[src/rtl/a2d_pkg.sv]
// Shared types and constants for the A2D SPI responder model.
package a2d_pkg;

   localparam int CMD_W  = 16;
   localparam int DATA_W = 12;
   localparam int CH_W   = 3;

   localparam logic [2:0] CH_BATT   = 3'd0;
   localparam logic [2:0] CH_CURR   = 3'd1;
   localparam logic [2:0] CH_BRAKE  = 3'd3;
   localparam logic [2:0] CH_TORQUE = 3'd4;

   typedef enum logic [1:0] {
      IDLE  = 2'd0,
      LOAD  = 2'd1,
      SHIFT = 2'd2,
      DONE  = 2'd3
   } state_t;

   // A well-formed read command carries only the channel field.
   function automatic logic cmd_malformed(input logic [CMD_W-1:0] cmd);
      return (cmd[15:14] != 2'b00) || (cmd[10:0] != 11'd0);
   endfunction

   function automatic logic [CMD_W-1:0] pack_resp(input logic [DATA_W-1:0] data);
      return {4'h0, data};
   endfunction

endpackage

[src/rtl/spi_sync_edge.sv]
// Three-flop synchronizer for an asynchronous SPI pin with level and edge pulses.
module spi_sync_edge #(
   parameter logic RST_VAL = 1'b1
) (
   input  logic clk,
   input  logic rst,
   input  logic d_i,
   output logic lvl_o,
   output logic rise_o,
   output logic fall_o
);

   logic [2:0] sync_q;

   // Shift the pin through the metastability chain plus one history stage.
   always_ff @(posedge clk or posedge rst) begin
      if (rst) begin
         sync_q <= {3{RST_VAL}};
      end else begin
         sync_q <= {sync_q[1:0], d_i};
      end
   end

   assign lvl_o  = sync_q[1];
   assign rise_o = sync_q[1] & ~sync_q[2];
   assign fall_o = ~sync_q[1] & sync_q[2];

endmodule

[src/rtl/a2d_spi_serf.sv]
// SPI responder model of the 8-channel 12-bit A2D: returns the channel
// commanded in the previous transaction while capturing the next command.
import a2d_pkg::*;

module a2d_spi_serf #(
   parameter int          NUM_CH    = 8,
   parameter logic [11:0] RESET_VAL = 12'h000
) (
   input  logic        clk,
   input  logic        rst,
   input  logic        SS_n,
   input  logic        SCLK,
   input  logic        MOSI,
   output logic        MISO,
   input  logic        ch_wr,
   input  logic [2:0]  ch_addr,
   input  logic [11:0] ch_wdata,
   output logic        cmd_vld,
   output logic [2:0]  last_chnnl,
   output logic        cmd_err
);

   localparam int               CNT_W    = $clog2(CMD_W + 1);
   localparam logic [CNT_W-1:0] CNT_FULL = CNT_W'(CMD_W);

   logic ss_lvl_s, ss_rise_s, ss_fall_s;
   logic sclk_lvl_s, sclk_rise_s, sclk_fall_s;
   logic [1:0] mosi_q;

   state_t             state_q, state_d;
   logic [CMD_W-1:0]   tx_q, tx_d;
   logic [CMD_W-1:0]   rx_q, rx_d;
   logic [CNT_W-1:0]   cnt_q, cnt_d;
   logic [CH_W-1:0]    pend_q, pend_d;
   logic [CH_W-1:0]    last_q, last_d;
   logic               err_q, err_d;
   logic               vld_q, vld_d;
   logic               miso_q, miso_d;
   logic [DATA_W-1:0]  chreg_q [NUM_CH];

   spi_sync_edge #(.RST_VAL(1'b1)) u_ss_sync (
      .clk    (clk),
      .rst    (rst),
      .d_i    (SS_n),
      .lvl_o  (ss_lvl_s),
      .rise_o (ss_rise_s),
      .fall_o (ss_fall_s)
   );

   spi_sync_edge #(.RST_VAL(1'b1)) u_sclk_sync (
      .clk    (clk),
      .rst    (rst),
      .d_i    (SCLK),
      .lvl_o  (sclk_lvl_s),
      .rise_o (sclk_rise_s),
      .fall_o (sclk_fall_s)
   );

   // MOSI only needs a settled level, sampled on detected SCLK rises.
   always_ff @(posedge clk or posedge rst) begin
      if (rst) begin
         mosi_q <= 2'b00;
      end else begin
         mosi_q <= {mosi_q[0], MOSI};
      end
   end

   // Channel holding registers, writable in every FSM state.
   always_ff @(posedge clk or posedge rst) begin
      if (rst) begin
         for (int i = 0; i < NUM_CH; i++) begin
            chreg_q[i] <= RESET_VAL;
         end
      end else if (ch_wr) begin
         chreg_q[ch_addr] <= ch_wdata;
      end
   end

   // Next-state and datapath updates for the transaction FSM.
   always_comb begin
      state_d = state_q;
      tx_d    = tx_q;
      rx_d    = rx_q;
      cnt_d   = cnt_q;
      pend_d  = pend_q;
      last_d  = last_q;
      err_d   = err_q;
      vld_d   = 1'b0;
      case (state_q)
         IDLE: begin
            if (ss_fall_s) begin
               state_d = LOAD;
            end else begin
               state_d = IDLE;
            end
         end
         LOAD: begin
            tx_d    = pack_resp(chreg_q[pend_q]);
            cnt_d   = {CNT_W{1'b0}};
            state_d = SHIFT;
         end
         SHIFT: begin
            if (ss_rise_s) begin
               if (cnt_q == CNT_FULL) begin
                  state_d = DONE;
                  vld_d   = 1'b1;
               end else begin
                  err_d   = 1'b1;
                  state_d = IDLE;
               end
            end else begin
               if (sclk_rise_s) begin
                  rx_d = {rx_q[CMD_W-2:0], mosi_q[1]};
                  if (cnt_q != CNT_FULL) begin
                     cnt_d = cnt_q + 1'b1;
                  end else begin
                     cnt_d = cnt_q;
                  end
               end else begin
                  rx_d = rx_q;
               end
               // The leading fall precedes the first sample, so MSB stays put.
               if (sclk_fall_s && (cnt_q != {CNT_W{1'b0}})) begin
                  tx_d = {tx_q[CMD_W-2:0], 1'b0};
               end else begin
                  tx_d = tx_q;
               end
            end
         end
         DONE: begin
            last_d  = rx_q[13:11];
            pend_d  = rx_q[13:11];
            if (cmd_malformed(rx_q)) begin
               err_d = 1'b1;
            end else begin
               err_d = err_q;
            end
            state_d = IDLE;
         end
         default: begin
            state_d = IDLE;
         end
      endcase
      miso_d = (~ss_lvl_s) & tx_d[CMD_W-1];
   end

   // FSM and datapath registers.
   always_ff @(posedge clk or posedge rst) begin
      if (rst) begin
         state_q <= IDLE;
         tx_q    <= {CMD_W{1'b0}};
         rx_q    <= {CMD_W{1'b0}};
         cnt_q   <= {CNT_W{1'b0}};
         pend_q  <= {CH_W{1'b0}};
         last_q  <= {CH_W{1'b0}};
         err_q   <= 1'b0;
         vld_q   <= 1'b0;
         miso_q  <= 1'b0;
      end else begin
         state_q <= state_d;
         tx_q    <= tx_d;
         rx_q    <= rx_d;
         cnt_q   <= cnt_d;
         pend_q  <= pend_d;
         last_q  <= last_d;
         err_q   <= err_d;
         vld_q   <= vld_d;
         miso_q  <= miso_d;
      end
   end

   assign MISO       = miso_q;
   assign cmd_vld    = vld_q;
   assign last_chnnl = last_q;
   assign cmd_err    = err_q;

endmodule

[config.mk]
export PLATFORM = sky130hd
export DESIGN_NAME = a2d_spi_serf
export DESIGN_NICKNAME = d
export VERILOG_FILES = /design/src/rtl/a2d_pkg.sv /design/src/rtl/spi_sync_edge.sv /design/src/rtl/a2d_spi_serf.sv
export SDC_FILE = /design/constraint.sdc
export NUM_CORES = 1
export LEC_CHECK = 0
export CAP_MARGIN = 30
export CORE_MARGIN = 8
export CORE_UTILIZATION = 55
export DETAILED_ROUTE_END_ITERATION = 6
export HOLD_SLACK_MARGIN = 0.02
export PLACE_DENSITY = 0.71
export SLEW_MARGIN = 20
export SYNTH_ARGS = -nofsm -noshare
export SYNTH_HDL_FRONTEND = slang
export SYNTH_SLANG_ARGS = --single-unit
export TNS_END_PERCENT = 10
[constraint.sdc]
create_clock -name clk -period 15.86 [get_ports clk]
set_clock_uncertainty 0.15 [all_clocks]
set_input_delay 3.172 -clock clk [delete_from_list [all_inputs] [get_ports clk]]
set_output_delay 3.172 -clock clk [all_outputs]
set_load 0.03 [all_outputs]
# After elaboration in Yosys (flattened, before gate mapping)
# Cells that the tools add are included.
# word_totals
word_cells,85
output_inout_bits,6
reg_bits,149
input_bits,21
# op_classes
n_lt_le_gt_ge,3
n_bitwise,12
muxes,24
n_eq_ne,12
reduce_logical,13
addsub,1
# op_table
cell,count
bitwise mux 96 bit,1
binary-select mux 12 bit (select 3 bit),1
demux 12 bit (select 3 bit),1
two-way mux 12 bit,3
two-way mux 16 bit,2
one-hot mux 16 bit (2 select lines),1
two-way mux 5 bit,3
"inequality test 2 bit, second input constant",7
nonzero test 11 bit,1
one-hot mux 5 bit (2 select lines),1
">= comparator 4 bit, second input constant",2
inverter 3 -> 4 bit,2
one-hot mux 2 bit (4 select lines),1
AND reduction 4 bit,2
two-way mux 1 bit,7
AND reduction 3 bit,2
nonzero test 2 bit,3
"adder 5 x 1 -> 5 bit, second input constant",1
AND 1 bit,5
"== test 5 bit, second input constant",1
"inequality test 5 bit, second input constant",1
inverter 1 bit,5
nonzero test 5 bit,1
"== test 2 bit, second input constant",2
7 further kinds,9

# Depth between registers and ports, before layout
# Gate-level depths: netlist of the first run.
# logic_depth
ltp_word,7
depth_mapped,8
mapped_depth_nobuf,6

# Modules after synthesis
# From an unflattened synthesis of the first run, not the netlist that was laid out.
# unflattened
hier_cells,432
hier_area_um2,6538.8
# modules_own_cells
module,cells_each,seq_area_each_um2,area_each_um2,instances
a2d_spi_serf,420,3578.4,6343.6,1
spi_sync_edge,6,78.8,97.6,2

# Worst setup path before layout of the first run
# Ideal clock, no wire load.
# synth_path
path_type,input-to-reg
startpoint,in ch_addr[1]
endpoint,reg chreg_q[36] (netlist bit)
setup_ns,0.125
cell_stages,4
n_path_buf,1
arrival_time_ns,4.248
slack_ns,11.337
required_time_ns,15.585
path_cell_list,nand2b_1 -> nor3b_1 -> buf_2 -> mux2_2
# synth_via
elab_chain_len,6
elab_cells_between_ends,7
classes_between,order compare: 2; mux: 3; bitwise: 1; reduce/logical: 1
# synth_rtl
item,line_no,source
from (decl),a2d_spi_serf.sv:16,"input logic [2:0] ch_addr,"
inverter 3 -> 4 bit (implied by the code) (*),a2d_spi_serf.sv:75,chreg_q[ch_addr] <= ch_wdata;
>= comparator 4 bit (implied by the code) or < comparator 4 x 1 -> 1 bit (tied branches),a2d_spi_serf.sv:75,
logical AND 1 bit (implied by the code),a2d_spi_serf.sv:75,
two-way mux 12 bit (implied by the code),a2d_spi_serf.sv:75,
demux 12 bit (select 3 bit) (*),a2d_spi_serf.sv:75,
bitwise mux 96 bit (*),a2d_spi_serf.sv:75,
"to (signal, indexed assignment)",a2d_spi_serf.sv:75,
to (decl),a2d_spi_serf.sv:39,logic [DATA_W-1:0] chreg_q [NUM_CH];
# Mark *: on every way between the ends. The rest lies on a longest branch, timed or not.
# A chain may end at the register's enable or synchronous reset.

# Final worst setup path of the first run
# layout_path
startpoint,"reg last_q[0], in the netlist last_chnnl[0]"
endpoint,out last_chnnl[0]
# layout_rtl
item,line_no,source
from (decl),a2d_spi_serf.sv:35,"logic [CH_W-1:0] last_q, last_d;"
from (signal assigned),a2d_spi_serf.sv:155,last_q <= {CH_W{1'b0}};
from (signal assigned),a2d_spi_serf.sv:165,last_q <= last_d;
to (decl),a2d_spi_serf.sv:19,"output logic [2:0] last_chnnl,"
# No word-level cell between the ends.

==> summary.txt, run 1 <==
Setup path
  • Critical path required time: about 13 ns
  • Crit Path Max Fanout: 14
  • WP buf/inv: 1
  • Worst setup SP type: flop
  • Top Family by Delay on Critical Path: flip-flops
  • Crit end category: output port
  • Worst path cell trace: clkdlybuf4s50_1
  • Critical Path Slowest Stage Cell: dfrtp_1
  • Biggest cell delay along the critical path: 0.95 ns
  • Critical path class: reg2out
  • CP arrival: 2.19 ns

Power and ir drop
  • Max VDD drop: 0.0001173 V
  • Power Total: 1030 µW
  • Leakage power: about 0.0032 µW
  • Pwr dens: 136.6 nW/µm²

Floorplan
  • Io pins: 27
  • Die width: 125.1 µm
  • Core area: 11,810 µm²
  • Starting Density: 55.38%
  • Die Footprint: 15,640 µm²
  • Row count: 40
  • Die Ht: 125.1 µm

Routing
  • DR vias/cell: 5.892
  • Post-Route WL: 12,150 µm
  • Post-route DRC: 0
  • Routed length per instance: approximately 20 µm
  • Vias: 3,641
  • DR pass1 iterations: 4
  • First DRT Iteration DRCs: 166
  • Post-route ant nets: 0

Placed design
  • Routability cong.: about 0.79
  • Final HPWL DP: 7705 µm
  • Placed inst area: 6968 µm²
  • PortBufs: 26

GRT
  • Largest net degree at the start of global routing: 71
  • GRT Total Usage: between 10% and 20%
  • Grt ovf: 0
  • Initial antenna violation count: 0
  • Vias in the first global route: 3,887
  • First-pass GRT wire length: 20,130 µm

Timing
  • Endpoints failing setup: 0
  • Worst slew pin tran: around 0.95 ns
  • Max_slew headroom: 36.66%
  • Min Tclk post-route: 5.512 ns
  • Final hold viol count: 0
  • Final TNS setup: 0 ns
  • Worst hold margin: 0.1987 ns
  • Pins over their slew limit: 0
  • Unrepaired setup endpoints after global routing: no
  • FMAX: 181.4 MHz
  • Period utilization: 34.76%

Logic synthesis
  • Synth Register Bits: around 150
  • Post-Syn Area: about 6500 µm²
  • EDFF count, synth: 0
  • Gate Count Post-Synth: ~430
  • Syn_nets: 454
  • Seq/Total Area, Yosys: 57.12%
  • Syn_area_per_cell: 15.32 µm²
  • Yosys Warn Count: 0
  • Ys flop type: dfrtp_1
  • Asr flop ratio synth: between 90% and 100%
  • Library cells used by synthesis: 48

Layout
  • Layout Nets: ~490
  • Design area: 7535 µm²
  • Number of diodes: 0
  • Fillers: a little over 900
  • Share of layout cells above drive strength 1: 42.46%
  • Synthesis-to-finish area growth: 15.19%

CTS
  • Post-CTS Setup Inserts: 0
  • Clk buf depth: 2
  • Post-CTS sizing: 0
  • CTS Buf Count: 17
  • CTS tree: built
  • Clk_lat worst skew: 0.42 ns
  • Hold buffers post-CTS: 0
  • CTS root buf: clkbuf_16
  • H-Tree Depth: 4
  • CTS clk-pin slew, worst paths: 0.06 ns
  • Sink Count: 149

Flow run
  • Max cap viols: 0

Min path
  • Worst min path class: reg2reg

Status
  • Status: finished, final reports clean
## report_power, final
group / internal (µW) / total, µW / leakage (µW) / switching [µW]
Combinational: 94.4 / 165 / 0.00105 / 70.3
Sequential: 451 / 488 / 0.00185 / 37.4
Clock: 227 / 376 / 0.000269 / 150
Total: 772 / 1030 / 0.00316 / 257
## layer usage
metal / vias to the layer above / track usage, % / routed length (µm)
li1: 1658 / - / -
met4: 0 / 5.372 / 119
met1: 1919 / 21.19 / 5639
met5: - / 0 / 0
met2: 55 / 25.98 / 5964
met3: 9 / 4.760 / 424
## stage by stage
stage	utilization (%)	worst slack, ns	instances
finish	63.79	10.35	618
global route	63.79	10.31	618
CTS	63.70	10.33	617
detailed placement	58.99	10.35	585
global placement	58.57	10.33	582
floorplan	-	8.540	427
## cell usage after synthesis (3+ instances only)
| library cell | instances | area [µm²] |
|---|---|---|
| a21oi_1 | 3 | 15.01 |
| a22o_2 | 4 | 40.04 |
| a31oi_1 | 3 | 18.77 |
| mux4_2 | 24 | 540.5 |
| nand3_1 | 3 | 15.01 |
| o21ai_1 | 10 | 50.05 |
| dfrtp_1 | 143 | 3578 |
| inv_1 | 7 | 26.28 |
| nand2_1 | 11 | 41.29 |
| mux2_2 | 116 | 1306 |
| ha_1 | 6 | 75.07 |
| mux2i_1 | 12 | 120.1 |
| nand4b_1 | 3 | 26.28 |
| o21ai_0 | 3 | 15.01 |
| nand4_1 | 3 | 18.77 |
| nor2_1 | 5 | 18.77 |
| nor2b_1 | 3 | 18.77 |
| clkbuf_1 | 3 | 11.26 |
| nand2b_1 | 3 | 18.77 |
| dfstp_2 | 6 | 157.7 |
| buf_1 | 5 | 18.77 |
| buf_2 | 11 | 55.05 |
| a22oi_1 | 10 | 75.07 |
## sequential cells by signal, summed over array words and instances (netlist names)
name	flops
cmd_vld	1
tx_q	16
rx_q	16
last_chnnl	3
chreg_q	96
u_sclk_sync.sync_q	3
cmd_err	1
mosi_q	2
cnt_q	5
MISO	1
state_q	2
u_ss_sync.sync_q	3
## layout by cell type (no fill, tap or decap), types with 4 or more instances in the layout
cell             synthesis  layout
dfrtp_1                143     143
mux2_2                 116     116
clkdlybuf4s50_1          0      26
mux4_2                  24      24
clkbuf_16                0      17
mux2i_1                 12      12
nand2_1                 11      11
o21ai_1                 10      10
a22oi_1                 10      10
inv_1                    7       6
ha_1                     6       6
dfstp_2                  6       6
nor2_1                   5       5
clkinv_2                 0       5
buf_4                    1       5
a22o_2                   4       4
## area by class of cell
| class | count | area [µm²] | share of cell area, % |
|---|---|---|---|
| clock buffers | 23 | 478.0 | 6.343 |
| well taps | 147 | 183.9 | 2.441 |
| clock inverters | 9 | 77.57 | 1.030 |
| flip-flops and latches | 149 | 3736 | 49.58 |
| inverters | 7 | 31.28 | 0.4151 |
| multi-input cells | 248 | 2669 | 35.42 |
| repair buffers | 35 | 359.1 | 4.766 |
## cells by family after synthesis
group	Yosys count	share of synthesized area (%)
DFF	149	57.12
muxes	152	30.07
adders and majority gates	6	1.148
AOI/OAI and AO/OA	45	5.241
and+or+nand+nor	45	4.036
buffers and inverters	30	2.391
## path summary, 6_finish.rpt
| check | from | end | slack (ns) | cells past startpoint |
|---|---|---|---|---|
| setup / recovery | last_chnnl[0] | last_chnnl[0] | 10.35 | 1 |
| setup reg to reg | state_q[0] | cnt_q[0] | 13.25 | 5 |
| hold reg to reg | mosi_q[0] | mosi_q[1] | 0.20 | 0 |
| min in group asynchronous | rst | chreg_q[93] | 3.08 | 2 |
| max in group asynchronous | rst | u_ss_sync.sync_q[2] | 11.26 | 4 |
| hold / removal | mosi_q[0] | mosi_q[1] | 0.20 | 0 |
No activity file was read; power rests on OpenSTA's default activity.
==> inputs of run 2 (changes only) <==
--- a/config.mk
+++ b/config.mk
@@ -7,10 +7,10 @@
 export LEC_CHECK = 0
 export CAP_MARGIN = 30
 export CORE_MARGIN = 8
-export CORE_UTILIZATION = 55
+export CORE_UTILIZATION = 54
 export DETAILED_ROUTE_END_ITERATION = 6
 export HOLD_SLACK_MARGIN = 0.02
-export PLACE_DENSITY = 0.71
+export PLACE_DENSITY = 0.73
 export SLEW_MARGIN = 20
 export SYNTH_ARGS = -nofsm -noshare
 export SYNTH_HDL_FRONTEND = slang
==> constraint.sdc (replaced) <==
create_clock -name clk -period 4.7 [get_ports clk]
set_clock_uncertainty 0.15 [all_clocks]
set_input_delay 0.94 -clock clk [delete_from_list [all_inputs] [get_ports clk]]
set_output_delay 0.94 -clock clk [all_outputs]
set_load 0.03 [all_outputs]
==> summary.txt, run 2 (synthesized netlist as in run 1, its figures left out) <==
Status
  • Status: finished, final reports clean (unchanged)

Timing
  • Pins over their slew limit: 0 (unchanged)
  • Final TNS setup: 0 ns (unchanged)
  • Endpoints failing setup: 0 (unchanged)
  • Period utilization: 68.67%
  • Worst hold margin: 0.1964 ns (was 0.1987 ns)
  • Max_slew headroom: 38.43% (was 36.66%)
  • Final hold viol count: 0 (unchanged)
  • Worst slew pin tran: 0.9186 ns (was 0.9451 ns)
  • FMAX: 309.8 MHz
  • Min Tclk post-route: about 3.2 ns
  • Unrepaired setup endpoints after global routing: no (unchanged)

Power and ir drop
  • Max VDD drop: 0.0002847 V (was 0.0001173 V)
  • Leakage power: 0.003174 µW (was 0.003164 µW)
  • Pwr dens: 476.7 nW/µm² (was 136.6 nW/µm²)

GRT
  • Largest net degree at the start of global routing: 87 (was 71)
  • Vias in the first global route: 3,995 (was 3,887)
  • Initial antenna violation count: 0 (unchanged)
  • GRT met2 Usage: 26.78% (was 25.98%)
  • Met1 Usage GRT: 21.42% (was 21.19%)
  • Most Crowded Layer GR: met2 (unchanged)
  • GRT Total Usage: 16.73% (was 16.36%)
  • Grt ovf: 0 (unchanged)
  • First-pass GRT wire length: 20,820 µm (was 20,130 µm)
  • Met3 usage: 4.599% (was 4.760%)

Floorplan
  • Die Ht: 126.1 µm (was 125.1 µm)
  • Die width: 126.1 µm (was 125.1 µm)
  • Row count: 40 (unchanged)
  • Core area: 11,910 µm² (was 11,810 µm²)
  • Io pins: 27 (unchanged)
  • Starting Density: 54.92% (was 55.38%)
  • Die Footprint: 15,890 µm² (was 15,640 µm²)

Setup path
  • Worst path cell trace: clkdlybuf4s50_1 (unchanged)
  • Crit Path Max Fanout: 14 (unchanged)
  • Critical path required time: 3.61 ns (was 12.54 ns)
  • Worst setup SP type: flop (unchanged)
  • Critical path class: reg2out (unchanged)
  • Biggest cell delay along the critical path: 0.91 ns (was 0.95 ns)
  • CP arrival: 2.14 ns (was 2.19 ns)
  • WP buf/inv: 1 (unchanged)
  • Crit end category: output port (unchanged)
  • Top Family by Delay on Critical Path: flip-flops (unchanged)
  • Critical Path Slowest Stage Cell: dfrtp_1 (unchanged)

Layout
  • Share of layout cells above drive strength 1: 42.40% (was 42.46%)
  • Core Util, Final: 63.49% (was 63.79%)
  • Layout Nets: 484 (was 485)
  • Max reg flops: 96 (unchanged)
  • Number of diodes: 0 (unchanged)
  • Fillers: 884 (was 914)
  • Most frequent cells in the layout: dfrtp_1 (143), mux2_2 (116), clkdlybuf4s50_1 (26) (unchanged)
  • Reg with most FFs: chreg_q (unchanged)
  • Synthesis-to-finish area growth: 15.61% (was 15.19%)
  • Biggest regs: chreg_q: 96 flops, rx_q: 16 flops, tx_q: 16 flops (unchanged)
  • Most common cell after layout, fill and taps aside: dfrtp_1 (unchanged)

Routing
  • Post-Route WL: 11,960 µm (was 12,150 µm)
  • DR vias/cell: 6.007 (was 5.892)
  • DR pass1 iterations: 4 (unchanged)
  • Post-route DRC: 0 (unchanged)
  • Post-route ant nets: 0 (unchanged)
  • Routed length per instance: 19.48 µm (was 19.66 µm)
  • Vias: 3,688 (was 3,641)
  • First DRT Iteration DRCs: 194 (was 166)

CTS
  • CTS Buf Count: 17 (unchanged)
  • CTS clk-pin slew, worst paths: 0.06 ns (about the same)
  • H-Tree Depth: 4 (unchanged)
  • Post-CTS sizing: 0 (unchanged)
  • CTS root buf: clkbuf_16 (unchanged)
  • Clk buf depth: 2 (unchanged)
  • Post-CTS Setup Inserts: 0 (unchanged)
  • Clk_lat worst skew: 0.42 ns (about the same)
  • Sink Count: 149 (unchanged)
  • Hold buffers post-CTS: 0 (unchanged)
  • CTS tree: built (unchanged)

Placed design
  • Routability cong.: 0.7626 (was 0.7877)
  • Final HPWL DP: 7638 µm (was 7705 µm)
  • PortBufs: 26 (unchanged)

Flow run
  • Max cap viols: 0 (unchanged)

Min path
  • Worst min path class: reg2reg (unchanged)
==> run 2: cell count changes in the layout (fill, tap and decap cells not counted) <==
cell	before	now
clkinv_2	5	2
buf_16	1	0
clkbuf_8	3	2
inv_6	1	0
buf_6	3	0
clkbuf_1	3	1
buf_12	0	1
clkinv_4	0	1
buf_4	5	7
bufinv_16	1	4
==> run 2: path summary, 6_finish.rpt <==
check	start	to	slack, ns	depth (start not counted)
setup / recovery	last_chnnl[0]	last_chnnl[0]	1.47	1
hold / removal	mosi_q[0]	mosi_q[1]	0.20	0
setup reg to reg	state_q[0]	cnt_q[0]	2.10	5
hold reg to reg	mosi_q[0]	mosi_q[1]	0.20	0
max in group asynchronous	rst	u_ss_sync.sync_q[1]	2.68	3
min in group asynchronous	rst	chreg_q[8]	0.84	2
==> run 2: power by group <==
group | switching (µW) | internal, µW
logic | 238 | 317
registers | 127 | 1520
clock network | 495 | 906
total | 860 | 2740
==> run 2: metal layers <==
layer / up-vias / share of wire (%)
li1: 1664 / -
met1: 1958 / 46
met2: 53 / 50
met3: 13 / 3.3
met4: 0 / 1.4
met5: - / 0
==> run 2: stage by stage <==
step	cell area [µm²]	total power [µW]	std cells	setup slack (ns)
2_1_floorplan	6545	2080	427	1.740
3_3_place_gp	6952	2188	585	1.534
3_5_place_dp	6952	2230	585	1.453
4_1_cts	7562	3642	614	1.419
5_1_grt	7562	3779	614	1.348
6_report	7562	3605	614	1.472
==> run 2: layout make-up <==
class,count,area (µm²),area share [%]
clock inverter,9,153.9,2.035
timing repair buffer,34,332.8,4.401
tap,147,183.9,2.432
clock buffer,20,456.7,6.039
sequential,149,3736,49.40
multi-input combinational,248,2669,35.29
inverter,7,30.03,0.3971
==> inputs of run 3 (changes only) <==
--- a/config.mk
+++ b/config.mk
@@ -7,10 +7,10 @@
 export LEC_CHECK = 0
 export CAP_MARGIN = 30
 export CORE_MARGIN = 8
-export CORE_UTILIZATION = 54
+export CORE_UTILIZATION = 55
 export DETAILED_ROUTE_END_ITERATION = 6
 export HOLD_SLACK_MARGIN = 0.02
-export PLACE_DENSITY = 0.73
+export PLACE_DENSITY = 0.71
 export SLEW_MARGIN = 20
 export SYNTH_ARGS = -nofsm -noshare
 export SYNTH_HDL_FRONTEND = slang
==> constraint.sdc (replaced) <==
create_clock -name clk -period 3.1 [get_ports clk]
set_clock_uncertainty 0.15 [all_clocks]
set_input_delay 0.62 -clock clk [delete_from_list [all_inputs] [get_ports clk]]
set_output_delay 0.62 -clock clk [all_outputs]
set_load 0.03 [all_outputs]
==> summary.txt, run 3 (synthesized netlist as in run 1, its figures left out) <==
Status
  • Status: finished, final reports clean (unchanged)

CTS
  • Post-CTS sizing: 0 (unchanged)
  • Post-CTS Setup Inserts: 0 (unchanged)
  • CTS tree: built (unchanged)
  • CTS root buf: clkbuf_16 (unchanged)
  • Sink Count: 149 (unchanged)
  • Clk buf depth: 2 (unchanged)
  • Hold buffers post-CTS: 0 (unchanged)
  • Clk_lat worst skew: 0.42 ns (about the same)
  • CTS clk-pin slew, worst paths: 0.06 ns (about the same)
  • CTS Buf Count: 17 (unchanged)
  • H-Tree Depth: 4 (unchanged)

GRT
  • Vias in the first global route: 3,994 (was 3,995)
  • Largest net degree at the start of global routing: 36 (was 87)
  • Initial antenna violation count: 0 (unchanged)
  • Grt ovf: 0 (unchanged)
  • First-pass GRT wire length: 20,350 µm (was 20,820 µm)
  • GRT Total Usage: 16.68% (was 16.73%)

Setup path
  • Critical path class: reg2out (unchanged)
  • Worst setup SP type: flop (unchanged)
  • Worst path cell trace: clkdlybuf4s50_1 (unchanged)
  • Biggest cell delay along the critical path: 0.77 ns (was 0.91 ns)
  • RR Startpoint: state_q[0] (unchanged)
  • Crit Path Max Fanout: 9 (was 14)
  • CP arrival: 1.82 ns (was 2.14 ns)
  • Crit end category: output port (unchanged)
  • WP buf/inv: 1 (unchanged)
  • Crit path depth: 1 (unchanged)
  • Critical Path Slowest Stage Cell: clkdlybuf4s50_1 (was dfrtp_1)
  • Reg2reg end: tx_q[1] (was cnt_q[0])
  • Worst Reg-to-Reg Cells: 6 (was 5)
  • Top Family by Delay on Critical Path: buffers and inverters (was flip-flops)
  • Reg-to-reg slack, setup: 0.74 ns (was 2.10 ns)
  • Critical path required time: 2.33 ns (was 3.61 ns)

Timing
  • Pins over their slew limit: 0 (unchanged)
  • Worst slew pin tran: 0.6293 ns (was 0.9186 ns)
  • Period utilization: 83.40%
  • Min Tclk post-route: 2.585 ns
  • Final TNS setup: 0 ns (unchanged)
  • Unrepaired setup endpoints after global routing: no (unchanged)
  • Final hold viol count: 0 (unchanged)
  • FMAX: 386.8 MHz
  • Setup ws final: 0.5147 ns (was 1.472 ns)
  • Max_slew headroom: 57.96% (was 38.43%)
  • Endpoints failing setup: 0 (unchanged)

Flow run
  • Max cap viols: 0 (unchanged)

Placed design
  • Final HPWL DP: 7881 µm (was 7638 µm)
  • Pre-CTS WS: 0.6587 ns (was 1.453 ns)
  • Routability cong.: 0.7332 (was 0.7626)
  • PortBufs: 26 (unchanged)

Routing
  • Vias: 3,709 (was 3,688)
  • Post-Route WL: 12,280 µm (was 11,960 µm)
  • DR vias/cell: 5.925 (was 6.007)
  • Routed length per instance: 19.61 µm (was 19.48 µm)
  • DR pass1 iterations: 5 (was 4)
  • Post-route ant nets: 0 (unchanged)
  • First DRT Iteration DRCs: 213 (was 194)
  • Post-route DRC: 0 (unchanged)

Layout
  • Max reg flops: 96 (unchanged)
  • Share of layout cells above drive strength 1: 43.84% (was 42.40%)
  • Register Area: 3736 µm² (unchanged)
  • Fillers: 878 (was 884)
  • Number of diodes: 0 (unchanged)
  • Reg with most FFs: chreg_q (unchanged)
  • Most common cell after layout, fill and taps aside: dfrtp_1 (unchanged)
  • Most frequent cells in the layout: dfrtp_1 (143), mux2_2 (116), clkdlybuf4s50_1 (26) (unchanged)
  • Layout Nets: 493 (was 484)
  • Biggest regs: chreg_q: 96 flops, rx_q: 16 flops, tx_q: 16 flops (unchanged)
  • Synthesis-to-finish area growth: 17.18% (was 15.61%)
  • Multi-input logic area: 2669 µm² (unchanged)

Power and ir drop
  • Sw frac: 24.24% (was 23.86%)
  • Power Total: 5523 µW (was 3605 µW)
  • Leakage power: 0.003233 µW (was 0.003174 µW)
  • Net switching power: 1339 µW (was 860.1 µW)
  • Max VDD drop: 0.0005781 V (was 0.0002847 V)
  • Logic pwr share: 15.5% (was 15.4%)
  • Pwr dens: 720.5 nW/µm² (was 476.7 nW/µm²)
  • Cell-internal power: 4184 µW (was 2745 µW)
  • Clk pwr share: 39.3% (was 38.9%)
  • Seq pwr share: 45.2% (was 45.8%)

Floorplan
  • Row count: 40 (unchanged)
  • Die Footprint: 15,640 µm² (was 15,890 µm²)
  • Die Ht: 125.1 µm (was 126.1 µm)
  • Core area: 11,810 µm² (was 11,910 µm²)
  • Io pins: 27 (unchanged)
  • Die width: 125.1 µm (was 126.1 µm)
  • Starting Density: 55.38% (was 54.92%)

Min path
  • Min-delay src: mosi_q[0] (unchanged)
  • Worst hold path stage count: 0 (unchanged)
  • Worst Hold Endpoint: mosi_q[1] (unchanged)
  • Worst min path class: reg2reg (unchanged)
==> run 3: changes by cell type in the layout (fill, tap and decap cells not counted), sizes merged <==
| cell | change |
|---|---|
| buf | +9 |
| clkinv | +2 |
| inv | +1 |
==> run 3: cell type report <==
class / instances / area share, %
tap: 147 / 2.400
multi-input combinational: 248 / 34.82
clock buffer: 20 / 5.958
clock inverter: 12 / 2.302
inverter: 7 / 0.3918
sequential: 149 / 48.74
timing repair buffer: 43 / 5.387
==> run 3: how the worst max path moves through the flow <==
stage,slack [ns],end,from
floorplan,0.46,MISO,rst
global placement,0.70,chreg_q[36],ch_addr[1]
detailed placement,0.66,chreg_q[74],ch_addr[1]
CTS,0.44,last_chnnl[1],last_chnnl[1]
global route,0.38,last_chnnl[1],last_chnnl[1]
finish,0.51,last_chnnl[1],last_chnnl[1]
==> run 3: per-layer routing <==
layer / wire length (µm) / track usage, % / share of wire, % / vias up
met3: 352 / 4.462 / 2.9 / 14
met4: 172 / 6.805 / 1.4 / 0
met2: 6027 / 26.78 / 49 / 58
met1: 5724 / 21.08 / 47 / 1952
li1: - / - / - / 1685
met5: 0 / 0 / 0 / -
==> run 3: power groups by stage <==
stage | registers (µW) | clock network (µW) | logic [µW]
after floorplan | 2460 | 0 | 691
after CTS | 2500 | 2210 | 864
after detailed placement | 2530 | 0 | 855
after global routing | 2540 | 2290 | 935
final | 2500 | 2170 | 855
after global placement | 2500 | 0 | 822
==> run 3: stage by stage <==
step | hold slack [ns] | cells | cell area (µm²) | utilization (%)
after floorplan | 0.1812 | 427 | 6545 | -
after global placement | 0.1854 | 594 | 7032 | 59.53
after detailed placement | 0.1847 | 594 | 7032 | 59.53
after CTS | 0.1981 | 626 | 7665 | 64.89
after global routing | 0.2072 | 626 | 7665 | 64.89
final | 0.1967 | 626 | 7665 | 64.89
